--- config.mk ---
export PLATFORM = sky130hd
export DESIGN_NAME = div_unit_iter_flat
export DESIGN_NICKNAME = d
export VERILOG_FILES = /design/src/rtl/div_unit_iter_pkg.sv /design/src/rtl/div_unit_iter_if.sv /design/src/rtl/div_unit_iter_step.sv /design/src/rtl/div_unit_iter.sv /design/src/flat_wrapper.sv
export SDC_FILE = /design/constraint.sdc
export NUM_CORES = 1
export LEC_CHECK = 0
export ABC_AREA = 0
export ABC_CLOCK_PERIOD_IN_PS = 4300
export CORE_MARGIN = 4
export CORE_UTILIZATION = 50
export CTS_CLUSTER_DIAMETER = 80
export DETAILED_ROUTE_END_ITERATION = 7
export GPL_ROUTABILITY_DRIVEN = 1
export HOLD_SLACK_MARGIN = 0.03
export PLACE_DENSITY = 0.8
export SLEW_MARGIN = 20
export SYNTH_ARGS = -nofsm -noshare
export SYNTH_HDL_FRONTEND = slang
export SYNTH_HIERARCHICAL = 1
export SYNTH_SLANG_ARGS = --single-unit
--- constraint.sdc ---
create_clock -name clk -period 4.3 [get_ports clk]
set_input_delay 0.645 -clock clk [delete_from_list [all_inputs] [get_ports clk]]
set_output_delay 0.645 -clock clk [all_outputs]
set_load 0.005 [all_outputs]
--- src/rtl/div_unit_iter_pkg.sv ---
// ----------------------------------------------------------------------------
// div_unit_iter_pkg
// Purpose : Shared definitions for the iterative divide unit. Holds the ALU
//           control codes seen by the execute stage, the divider FSM state
//           encoding and a small decode helper.
// Contents: ALU_* codes       5-bit ALU control encodings from decode
//           div_state_t       DIV_IDLE / DIV_BUSY / DIV_DONE
//           isDivCode()       true for either divide code
// ----------------------------------------------------------------------------
package div_unit_iter_pkg;

    // ALU control encodings produced by instruction decode.
    localparam logic [4:0] ALU_ADD          = 5'b00000;
    localparam logic [4:0] ALU_SUB          = 5'b00001;
    localparam logic [4:0] ALU_AND          = 5'b00010;
    localparam logic [4:0] ALU_OR           = 5'b00011;
    localparam logic [4:0] ALU_SIGNED_MULT  = 5'b01010;
    localparam logic [4:0] ALU_UNSIGNED_MULT = 5'b01011;
    localparam logic [4:0] ALU_SIGNED_DIV   = 5'b01100;
    localparam logic [4:0] ALU_UNSIGNED_DIV = 5'b01101;

    // Divider sequencing states.
    typedef enum logic [1:0] {
        DIV_IDLE = 2'd0,
        DIV_BUSY = 2'd1,
        DIV_DONE = 2'd2
    } div_state_t;

    // Only the two divide codes are handled by this unit; everything else
    // stays in the combinational ALU.
    function automatic logic isDivCode(input logic [4:0] code);
        return (code == ALU_SIGNED_DIV) || (code == ALU_UNSIGNED_DIV);
    endfunction

endpackage

--- src/rtl/div_unit_iter_if.sv ---
// ----------------------------------------------------------------------------
// div_unit_iter_if
// Purpose : Groups the execute-stage request signals and the divider's
//           stall/result signals into one bundle.
// Signals : alu_controlE  ALU code of the E-stage instruction
//           validE        E-stage slot holds a real instruction
//           flushE        kill any divide in progress
//           holdE         E stage held by another stall source
//           srcaE/srcbE   dividend / divisor
//           div_stall     freeze IF..E while the divide runs
//           div_done      hi_out/lo_out valid, qualifies HI/LO write
//           hi_out/lo_out remainder / quotient
// Modports: master = pipeline side, slave = divide unit
// ----------------------------------------------------------------------------
interface div_unit_iter_if #(
    parameter int DATA_W = 32
);

    logic [4:0]        alu_controlE;
    logic              validE;
    logic              flushE;
    logic              holdE;
    logic [DATA_W-1:0] srcaE;
    logic [DATA_W-1:0] srcbE;
    logic              div_stall;
    logic              div_done;
    logic [DATA_W-1:0] hi_out;
    logic [DATA_W-1:0] lo_out;

    modport master (
        output alu_controlE, validE, flushE, holdE, srcaE, srcbE,
        input  div_stall, div_done, hi_out, lo_out
    );

    modport slave (
        input  alu_controlE, validE, flushE, holdE, srcaE, srcbE,
        output div_stall, div_done, hi_out, lo_out
    );

endinterface

--- src/rtl/div_unit_iter_step.sv ---
// ----------------------------------------------------------------------------
// div_step
// Purpose : One combinational radix-2 restoring division iteration.
//           Shifts the next dividend bit into the partial remainder and
//           subtracts the divisor when that does not borrow.
// Ports   : i_rem      partial remainder (always < divisor when divisor != 0)
//           i_divisor  divisor magnitude
//           i_bit      next dividend bit, MSB first
//           o_rem      updated partial remainder
//           o_qBit     quotient bit produced by this step
// ----------------------------------------------------------------------------
module div_step #(
    parameter int DATA_W = 32
) (
    input  logic [DATA_W-1:0] i_rem,
    input  logic [DATA_W-1:0] i_divisor,
    input  logic              i_bit,
    output logic [DATA_W-1:0] o_rem,
    output logic              o_qBit
);

    logic [DATA_W:0]   w_shifted;
    logic [DATA_W+1:0] w_diff;
    logic              w_unusedBit;

    // The subtraction is two bits wider than the divisor so the MSB is a
    // clean borrow flag even when the shifted remainder needs DATA_W+1 bits.
    assign w_shifted = {i_rem, i_bit};
    assign w_diff    = {1'b0, w_shifted} - {2'b00, i_divisor};
    assign o_qBit    = ~w_diff[DATA_W+1];

    // Restore (keep the shifted value) when the trial subtraction borrowed.
    assign o_rem = o_qBit ? w_diff[DATA_W-1:0] : w_shifted[DATA_W-1:0];

    // On a successful subtract the result is below the divisor, so this bit
    // is never needed.
    assign w_unusedBit = w_diff[DATA_W];

endmodule

--- src/rtl/div_unit_iter.sv ---
// ----------------------------------------------------------------------------
// div_unit_iter
// Purpose : Execute-stage iterative divider for the signed/unsigned divide
//           ALU codes. Runs one restoring step per cycle for DATA_W cycles,
//           stalls the pipeline meanwhile, then presents
//           {hi = remainder, lo = quotient} for the HI/LO write.
// Ports   : clk     rising-edge clock
//           resetn  asynchronous active-low reset
//           bus     div_unit_iter_if.slave (request in, stall/result out)
// Notes   : Divide by zero takes the full latency and yields
//           lo = all-ones, hi = dividend. The most-negative / -1 case wraps
//           naturally to lo = most-negative, hi = 0.
// ----------------------------------------------------------------------------
module div_unit_iter
    import div_unit_iter_pkg::*;
#(
    parameter int DATA_W = 32
) (
    input  logic         clk,
    input  logic         resetn,
    div_unit_iter_if.slave bus
);

    localparam int              CNT_W     = (DATA_W > 1) ? $clog2(DATA_W) : 1;
    localparam logic [CNT_W-1:0] LAST_STEP = CNT_W'(DATA_W - 1);

    div_state_t        r_state;
    div_state_t        w_nextState;
    logic              w_start;
    logic              w_stall;
    logic              w_done;
    logic              w_isSigned;
    logic              w_signA;
    logic              w_signB;
    logic [DATA_W-1:0] w_magA;
    logic [DATA_W-1:0] w_magB;

    logic [DATA_W-1:0] r_rem;
    logic [DATA_W-1:0] r_quo;
    logic [DATA_W-1:0] r_div;
    logic [CNT_W-1:0]  r_count;
    logic              r_negQ;
    logic              r_negR;
    logic [DATA_W-1:0] r_hi;
    logic [DATA_W-1:0] r_lo;

    logic [DATA_W-1:0] w_newRem;
    logic              w_qBit;
    logic [DATA_W-1:0] w_finalQuo;
    logic [DATA_W-1:0] w_fixQ;
    logic [DATA_W-1:0] w_fixR;
    logic              w_lastStep;

    // Operand magnitudes. Negation is plain DATA_W-bit two's complement, so
    // the most-negative value maps onto itself and is then treated as an
    // unsigned magnitude.
    assign w_isSigned = (bus.alu_controlE == ALU_SIGNED_DIV);
    assign w_signA    = w_isSigned & bus.srcaE[DATA_W-1];
    assign w_signB    = w_isSigned & bus.srcbE[DATA_W-1];
    assign w_magA     = w_signA ? -bus.srcaE : bus.srcaE;
    assign w_magB     = w_signB ? -bus.srcbE : bus.srcbE;

    // The dividend magnitude lives in r_quo and is shifted out MSB first
    // while quotient bits are shifted in at the bottom.
    div_step #(
        .DATA_W (DATA_W)
    ) u_step (
        .i_rem     (r_rem),
        .i_divisor (r_div),
        .i_bit     (r_quo[DATA_W-1]),
        .o_rem     (w_newRem),
        .o_qBit    (w_qBit)
    );

    assign w_finalQuo = {r_quo[DATA_W-2:0], w_qBit};
    assign w_lastStep = (r_count == LAST_STEP);

    // Sign fix-up applied on the way into the result registers. For a zero
    // divisor the quotient keeps its all-ones pattern, while the remainder
    // (equal to |dividend|) regains the dividend's sign, giving hi = dividend.
    assign w_fixQ = r_negQ ? -w_finalQuo : w_finalQuo;
    assign w_fixR = r_negR ? -w_newRem   : w_newRem;

    // FSM state register.
    always_ff @(posedge clk or negedge resetn) begin
        if (!resetn) begin
            r_state <= DIV_IDLE;
        end else begin
            r_state <= w_nextState;
        end
    end

    // Next-state and handshake outputs. A flush overrides everything: it
    // forces IDLE, masks a same-cycle start and hides div_done.
    always_comb begin
        w_nextState = r_state;
        w_start     = 1'b0;
        w_stall     = 1'b0;
        w_done      = 1'b0;

        w_start = (r_state == DIV_IDLE) & bus.validE & ~bus.flushE &
                  isDivCode(bus.alu_controlE);

        case (r_state)
            DIV_IDLE: begin
                if (w_start) begin
                    w_nextState = DIV_BUSY;
                end
            end
            DIV_BUSY: begin
                if (w_lastStep) begin
                    w_nextState = DIV_DONE;
                end
            end
            DIV_DONE: begin
                if (!bus.holdE) begin
                    w_nextState = DIV_IDLE;
                end
            end
            default: begin
                w_nextState = DIV_IDLE;
            end
        endcase

        if (bus.flushE) begin
            w_nextState = DIV_IDLE;
        end

        w_stall = (w_start | (r_state == DIV_BUSY)) & ~bus.flushE;
        w_done  = (r_state == DIV_DONE) & ~bus.flushE;
    end

    // Datapath: operands are captured only on start, so later changes on
    // srcaE/srcbE are invisible. Results load on the final step unless the
    // divide is being flushed, leaving the previous hi/lo untouched.
    always_ff @(posedge clk or negedge resetn) begin
        if (!resetn) begin
            r_rem   <= '0;
            r_quo   <= '0;
            r_div   <= '0;
            r_count <= '0;
            r_negQ  <= 1'b0;
            r_negR  <= 1'b0;
            r_hi    <= '0;
            r_lo    <= '0;
        end else begin
            if (w_start) begin
                r_rem   <= '0;
                r_quo   <= w_magA;
                r_div   <= w_magB;
                r_count <= '0;
                r_negQ  <= (w_signA ^ w_signB) & (bus.srcbE != '0);
                r_negR  <= w_signA;
            end else if ((r_state == DIV_BUSY) && !bus.flushE) begin
                r_rem   <= w_newRem;
                r_quo   <= w_finalQuo;
                r_count <= r_count + 1'b1;
                if (w_lastStep) begin
                    r_lo <= w_fixQ;
                    r_hi <= w_fixR;
                end
            end
        end
    end

    assign bus.div_stall = w_stall;
    assign bus.div_done  = w_done;
    assign bus.hi_out    = r_hi;
    assign bus.lo_out    = r_lo;

endmodule

--- src/flat_wrapper.sv ---
// flat-port wrapper written by rule: the top's interface ports become plain ports
module div_unit_iter_flat import div_unit_iter_pkg::*;
#(
    parameter int DATA_W = 32
)
  (clk, resetn, bus_alu_controlE, bus_validE, bus_flushE, bus_holdE, bus_srcaE, bus_srcbE, bus_div_stall, bus_div_done, bus_hi_out, bus_lo_out);
  div_unit_iter_if #(.DATA_W(DATA_W)) bus_i ();
  input  logic clk;
  input  logic resetn;
  input wire logic [$bits(bus_i.alu_controlE)-1:0] bus_alu_controlE;
  input wire logic [$bits(bus_i.validE)-1:0] bus_validE;
  input wire logic [$bits(bus_i.flushE)-1:0] bus_flushE;
  input wire logic [$bits(bus_i.holdE)-1:0] bus_holdE;
  input wire logic [$bits(bus_i.srcaE)-1:0] bus_srcaE;
  input wire logic [$bits(bus_i.srcbE)-1:0] bus_srcbE;
  output wire logic [$bits(bus_i.div_stall)-1:0] bus_div_stall;
  output wire logic [$bits(bus_i.div_done)-1:0] bus_div_done;
  output wire logic [$bits(bus_i.hi_out)-1:0] bus_hi_out;
  output wire logic [$bits(bus_i.lo_out)-1:0] bus_lo_out;
  assign bus_i.alu_controlE = bus_alu_controlE;
  assign bus_i.validE = bus_validE;
  assign bus_i.flushE = bus_flushE;
  assign bus_i.holdE = bus_holdE;
  assign bus_i.srcaE = bus_srcaE;
  assign bus_i.srcbE = bus_srcbE;
  assign bus_div_stall = bus_i.div_stall;
  assign bus_div_done = bus_i.div_done;
  assign bus_hi_out = bus_i.hi_out;
  assign bus_lo_out = bus_i.lo_out;
  div_unit_iter #(.DATA_W(DATA_W)) u_core (.clk(clk), .resetn(resetn), .bus(bus_i));
endmodule
==> impl_results.md, run 1 <==
* Area Growth Syn to Fin at 26.25%
* Asr flop ratio synth at 100.0%
* Port Buffers at about 140
* TritonCTS buffer count at 17
* Clock power frac at 15.0%
* Chip height at approximately 160 um
* Residual DRC at 0
* Gate Count Post-Synth at 1430
* Crit start category: register
* PD cells at about 740 mW/mm^2
* Static leakage at about 6 nW
* Worst path cell trace: ha_2 > o2111a_1 > o2111ai_2 > a311oi_2 > nor3_4 > buf_4 > buf_4 > nand2_1 > o21ai_0 > or4_4 > nor4_4 > buf_4 > nand2_1 > o31ai_1 > xor2_1 > o21ai_0
* Routed Antenna Nets at 0
* Total Routed Length at 34.81 mm
* Worst slew pin tran at 1.241 ns
* Cell variety after synth at between 80 and 90
* Most frequent cell after synthesis: nand2_1
* Syn Std Cell Area at about 0.012 mm^2
* Starting density of the core at about 51%
* Crit path max fanout at 7
* All-Layer GR Usage at between 20% and 30%
* Main area contributors after synthesis: dfrtp_1 (36%), nand2_1 (9.9%), xor2_1 (7.2%)
* GRT overflow at 0
* Post-route minimum period at 4.197 ns
* P_int at roughly 5.7 mW
* CP dominant cell by count: buf_4
* Sequential power share at between 20% and 30%
* Fin crit share at a little over nine tenths
* Share of layout cells above drive strength 1 at between 10% and 20%
* Vias in the first global route at roughly 10000
* Rel. slew slack at 17.25%
* Slowest-stage cell, CP: or4_4
* YS warnings at 6
* Sw frac at ~47%
* Htree depth at 4
* Final setup fails at 0
* Yosys top cell by area: dfrtp_1
* WS Path Type: register to register
* Die area at around 0.026 mm^2
* Fmax at 238.3 MHz
* Top cells by count, synth: nand2_1 (306), dfrtp_1 (169), o21ai_0 (163)
* Max-cap violations at 0
* Worst VDD drop at 0.4543 mV
* Outcome: completed
* Final count of pins violating max slew at 0
* Setup Skew at 0.009190 ns
* Post-CTS Hold Buffers at 0
* RSZ-0062 raised after global routing: yes
* Vias at between 10000 and 15000
* Root buffer selected by CTS: clkbuf_16
* CTS Buffer Depth at 2
* Wire per inst at ~18 um
* Post-synthesis sequential area ratio at roughly 36%
* Antenna Cells at 0
* Ports at 140
* Iter 0 DRT Violations at between 1000 and 1500
* Core ar. at ~0.023 mm^2
* Worst-path clk slew at 0.07 ns
* Standard-cell rows at 55
* Final-stage net count at 1718
* Logic pwr share at between 60% and 70%
* Synth top area share at between 30% and 40%
* Total negative setup slack at 0 ns
* Post-synth top flop: dfrtp_1
* Minimum hold slack at roughly 0.27 ns
* Yosys reg bits at 169
* Placer congestion estimate at 0.9330
* Worst endpoint required time at about 4.6 ns
* Synthesized Nets at ~1500
* Switching power total at between 5 and 6 mW
* Worst EP arrival at ~4.5 ns
* Largest net degree at the start of global routing at 100
* First-pass GRT wire length at 55.50 mm
* Clock net sink count at roughly 170
* Critical Path Max Stage Delay at ~0.67 ns
* Die width at about 160 um
* Avg Vias per Cell at 5.889
* Worst min path class: input port to async pin
* Fin. Hold Viols at 0
* Post-DP HPWL at 26.22 mm
* Avg Cell Area, Syn at 8.106 um^2
* Setup crit end kind: register
* Initial antenna violation count at 0
* Clk_lat worst skew at approximately 0.43 ns
* First drt pass iteration count at 6
* CTS tree: done
* EDFF count, synth at 0
==> per-layer routing <==
layer	global-route usage (%)	part of all wire [%]	up-vias
li1	-	-	5362
met1	40.33	46	5344
met2	39.67	44	466
met3	4.748	8.5	34
met4	5.358	1.0	0
met5	0	0	-
==> cell usage in the layout (no fill, tap or decap), types with 9 or more instances in the layout <==
cell type / netlist / final
and3_1: 25 / 24
or2_2: 10 / 10
nor2_1: 67 / 66
nor4_1: 18 / 15
nor3_1: 22 / 18
nand2_1: 306 / 303
o41ai_1: 13 / 11
dfrtp_1: 169 / 168
or4_1: 12 / 9
clkbuf_16: 0 / 17
o21ai_0: 163 / 157
buf_4: 2 / 90
xnor2_1: 48 / 48
xor2_1: 95 / 95
inv_1: 56 / 54
a21o_1: 14 / 14
clkdlybuf4s50_1: 0 / 138
o21ai_1: 13 / 19
a31oi_1: 20 / 20
nand3_1: 18 / 16
ha_1: 38 / 34
a21oi_1: 100 / 95
o31ai_1: 24 / 19
==> state kept, by name (all words and copies together) (netlist names) <==
name	flops
u_core/r_rem	32
u_core/r_state	2
u_core/r_div	32
u_core/r_negQ	1
u_core/bus.lo_out	32
u_core/r_count	5
u_core/bus.hi_out	32
u_core/r_negR	1
u_core/r_quo	32
==> power by group through the flow <==
stage	registers (mW)	clock network, mW	logic (mW)
finish	2.20	1.64	7.06
global route	2.24	1.72	7.62
CTS	2.19	1.65	6.11
detailed placement	2.21	0	6.03
global placement	2.20	0	5.97
floorplan	2.08	0	3.70
==> per-stage QoR <==
step                      utilization [%]  total power, mW  setup WS, ns  cell area, um^2  cells
after floorplan                         -            5.787        0.2496            11590   1430
after detailed placement            60.17            8.240      -0.08307            13660   1860
after global placement              60.17            8.171       0.06876            13660   1860
after CTS                           63.02            9.953      0.004539            14310   1892
final                               64.44            10.90        0.1030            14630   1903
after global routing                64.44            11.58       -0.1063            14630   1903
==> final cells by class <==
class                           instances  area, um^2
Fill cell                            1939        8075
Multi-Input combinational cell       1128        7093
Sequential cell                       169        4230
Timing Repair Buffer                  232        2120
Clock buffer                           17       425.4
Tap cell                              285       356.6
Inverter                               57       214.0
Clock inverter                         15       195.2
==> kinds of logic (layout without fill, tap and decap cells) <==
kind of cell	after synthesis	in the layout	synth area share, %
AO/OA/AOI/OAI	407	407	21.51
XOR/XNOR	143	143	10.81
adder cells (fa/ha/maj)	39	39	4.275
buffers and inverters	133	321	4.685
flip-flops	169	169	36.49
multiplexers	6	6	0.5936
AND/OR/NAND/NOR	533	533	21.64
==> worst paths after layout <==
kind,startpoint,endpoint,slack [ns],cells after the start
max,u_core/r_rem[3],u_core/bus.hi_out[13],0.10,16
min,resetn,u_core/r_div[21],0.27,1
max reg2reg,u_core/r_rem[3],u_core/bus.hi_out[13],0.10,16
min reg2reg,u_core/bus.lo_out[12],u_core/bus.lo_out[12],0.48,2
max in group asynchronous,resetn,u_core/bus.lo_out[31],3.12,2
min in group clk,u_core/bus.lo_out[12],u_core/bus.lo_out[12],0.48,2
==> timing repair <==
| action | in CTS | in global routing |
|---|---|---|
| resized for setup | 4 | 53 |
| hold endpoints to repair | 0 | 0 |
| buffers inserted | 0 | 11 |
| setup endpoints to repair | 3 | 30 |
| pin swaps | 0 | 23 |
| cloned | 0 | 0 |
==> critical path, delay by kind of cell (launching register included) <==
family	cells	cell delay (ns)
flops	1	0.40
buf+inv	3	0.48
fa+ha+maj	1	0.44
compound gates	6	1.46
simple gates	5	1.11
xor+xnor	1	0.16
Power figures use the tool's default switching activity.
==> run 2, diff against run 1 <==
--- a/config.mk
+++ b/config.mk
@@ -9,12 +9,12 @@
 export ABC_CLOCK_PERIOD_IN_PS = 4300
 export CORE_MARGIN = 4
 export CORE_UTILIZATION = 50
+export CTS_BUF_LIST = sky130_fd_sc_hd__clkbuf_16
 export CTS_CLUSTER_DIAMETER = 80
 export DETAILED_ROUTE_END_ITERATION = 7
 export GPL_ROUTABILITY_DRIVEN = 1
 export HOLD_SLACK_MARGIN = 0.03
 export PLACE_DENSITY = 0.8
-export SLEW_MARGIN = 20
 export SYNTH_ARGS = -nofsm -noshare
 export SYNTH_HDL_FRONTEND = slang
 export SYNTH_HIERARCHICAL = 1
==> run 2 against run 1 <==
  * Cell area shrank 0.32%
  * Clock skew rose by 0.0029 ns
  * Utilization shrank 0.20 points
  * Critical endpoint unchanged
  * Largest cell class unchanged
==> impl_results.md, run 2 (synthesis results as in run 1) <==
* Layout fillers at 1956 (+0.88%)
* Total Routed Length at 34.94 mm (+0.37%)
* CTS Buffer Depth at 2 (unchanged)
* Final-stage net count at 1714 (-0.23%)
* Outcome: completed
* Worst EP arrival at 4.48 ns (about the same)
* Multi-input gate area at 0.007078 mm^2 (-0.21%)
* Clock power frac at 15.3% (+0.3 points)
* Switching power total at 5.090 mW (-1.7%)
* Post-route minimum period at 4.177 ns (-0.02028 ns)
* Clock net sink count at 169 (unchanged)
* Antenna Cells at 0 (unchanged)
* Rel. slew slack at 24.94% (+7.7 points)
* Placer congestion estimate at 0.9330 (unchanged)
* Wire per inst at 18.40 um (+0.58%)
* Sequential standard cell area at 0.004229 mm^2 (about the same)
* Logic pwr share at 64.2% (-0.6 points)
* Static leakage at 6.133 nW (-0.17%)
* CTS tree: done
* Post-CTS Hold Buffers at 0 (unchanged)
* PD cells at 738.2 mW/mm^2 (-0.90%)
* Worst VDD drop at 0.4498 mV (-1.0%)
* Total negative setup slack at 0 ns (unchanged)
* Root buffer selected by CTS: clkbuf_16
* TritonCTS buffer count at 17 (unchanged)
* Iter 0 DRT Violations at 1250 (-0.64%)
* Routed Antenna Nets at 0 (unchanged)
* Fin crit share at 97.13% (-0.47 points)
* First-pass GRT wire length at 55.50 mm (unchanged)
* Commonest non-fill, non-tap cell in the layout: nand2_1
* Final Core Density at 64.24% (-0.20 points)
* Die area at 0.02568 mm^2 (unchanged)
* Crit start category: register
* P_int at 5.678 mW (-0.80%)
* Share of layout cells above drive strength 1 at 13.07% (-0.28 points)
* Residual DRC at 0 (unchanged)
* Avg Vias per Cell at 5.884 (about the same)
* Crit path max fanout at 5 (-2)
* Starting density of the core at 51.04% (unchanged)
* Worst min path class: input port to async pin
* Fmax at 239.4 MHz (+0.49%)
* Setup crit end kind: register
* Worst-path clk slew at 0.08 ns (about the same)
* Worst endpoint required time at 4.60 ns (about the same)
* GRT overflow at 0 (unchanged)
* Area Growth Syn to Fin at 25.85%
* Sw frac at 47.27% (-0.22 points)
* Port Buffers at 139 (unchanged)
* Standard-cell rows at 55 (unchanged)
* Max-cap violations at 0 (unchanged)
* Sequential power share at 20.5% (+0.3 points)
* All-Layer GR Usage at 26.50% (unchanged)
* Htree depth at 4 (unchanged)
* Final count of pins violating max slew at 0 (unchanged)
* Post-DP HPWL at 26.22 mm (unchanged)
* Vias in the first global route at 10420 (unchanged)
* Clk_lat worst skew at 0.44 ns (about the same)
* WS Path Type: register to register
* RSZ-0062 raised after global routing: yes
* Die width at 160.3 um (unchanged)
* Setup Skew at 0.01205 ns (+0.002856 ns)
* Core ar. at 0.02271 mm^2 (unchanged)
* Most frequent cells in the layout: nand2_1 (304), dfrtp_1 (169), o21ai_0 (158), clkdlybuf4s50_1 (138), xor2_1 (95)
* Worst slew pin tran at 1.126 ns (-0.1154 ns)
* Initial antenna violation count at 0 (unchanged)
* Vias at 11170 (-0.29%)
* Final setup fails at 0 (unchanged)
* Chip height at 160.3 um (unchanged)
* First drt pass iteration count at 6 (unchanged)
* Largest net degree at the start of global routing at 100 (unchanged)
* Fin. Hold Viols at 0 (unchanged)
* Ports at 140 (unchanged)
run 2: cell count changes in the layout (fill, tap and decap cells not counted), sizes merged:
cell	delta
buf	-4
run 2: worst paths after layout:
kind | startpoint | to | slack (ns) | cells past startpoint
setup / recovery | u_core/r_div[1] | u_core/bus.hi_out[13] | 0.12 | 17
setup reg to reg | u_core/r_div[1] | u_core/bus.hi_out[13] | 0.12 | 17
min in group clk | u_core/bus.lo_out[12] | u_core/bus.lo_out[12] | 0.48 | 2
hold reg to reg | u_core/bus.lo_out[12] | u_core/bus.lo_out[12] | 0.48 | 2
max in group asynchronous | resetn | u_core/bus.lo_out[31] | 3.13 | 2
hold / removal | resetn | u_core/r_div[21] | 0.26 | 1
run 2: layout make-up:
class	count	share of cell area (%)
Clock buffer	17	2.916
Clock inverter	15	1.338
Inverter	57	1.467
Multi-Input combinational cell	1128	48.52
Sequential cell	169	28.99
Tap cell	285	2.444
Timing Repair Buffer	228	14.32
run 2: worst max-delay path: stages, from the launching register on:
cell and delay, ns:
dfrtp_1 0.39, inv_1 0.11, ha_1 0.24, nor2b_2 0.16
o2111a_1 0.26, o2111ai_2 0.23, a311oi_2 0.16, nor3_4 0.29
buf_4 0.17, buf_4 0.13, o21ai_1 0.21, or4_4 0.63
nor4_4 0.20, buf_4 0.18, nand2_1 0.09, o31ai_1 0.33
xor2_1 0.16, o21ai_0 0.10
run 2: layer usage:
| layer | up-vias | share of wire, % | global-route usage [%] |
|---|---|---|---|
| met4 | 0 | 0.98 | 5.358 |
| met2 | 447 | 44 | 39.67 |
| met3 | 30 | 8.0 | 4.748 |
| met1 | 5357 | 47 | 40.33 |
| li1 | 5339 | - | - |
| met5 | - | 0 | 0 |
run 2: metrics by stage:
| stage | std cells | instance area, um^2 | setup WS, ns | total power [mW] | hold WS, ns |
|---|---|---|---|---|---|
| 4_1_cts | 1892 | 14310 | 0.004539 | 9.953 | 0.3451 |
| 5_1_grt | 1899 | 14590 | -0.04945 | 11.44 | 0.3665 |
| 3_5_place_dp | 1860 | 13660 | -0.08307 | 8.240 | 0.4699 |
| 6_report | 1899 | 14590 | 0.1232 | 10.77 | 0.2632 |
| 2_1_floorplan | 1430 | 11590 | 0.2496 | 5.787 | 0.3494 |
| 3_3_place_gp | 1860 | 13660 | 0.06876 | 8.171 | 0.4619 |
run 2: repair_timing:
| item | in CTS | in global routing |
|---|---|---|
| setup buffers | 0 | 7 |
| setup endpoints to repair | 3 | 27 |
| pin swaps | 0 | 20 |
| resized for setup | 4 | 50 |
run 2: power by group through the flow:
stage	logic (mW)	clock network, mW	registers [mW]
2_1_floorplan	3.70	0	2.08
3_3_place_gp	5.97	0	2.20
3_5_place_dp	6.03	0	2.21
4_1_cts	6.11	1.65	2.19
5_1_grt	7.48	1.72	2.24
6_report	6.92	1.64	2.21
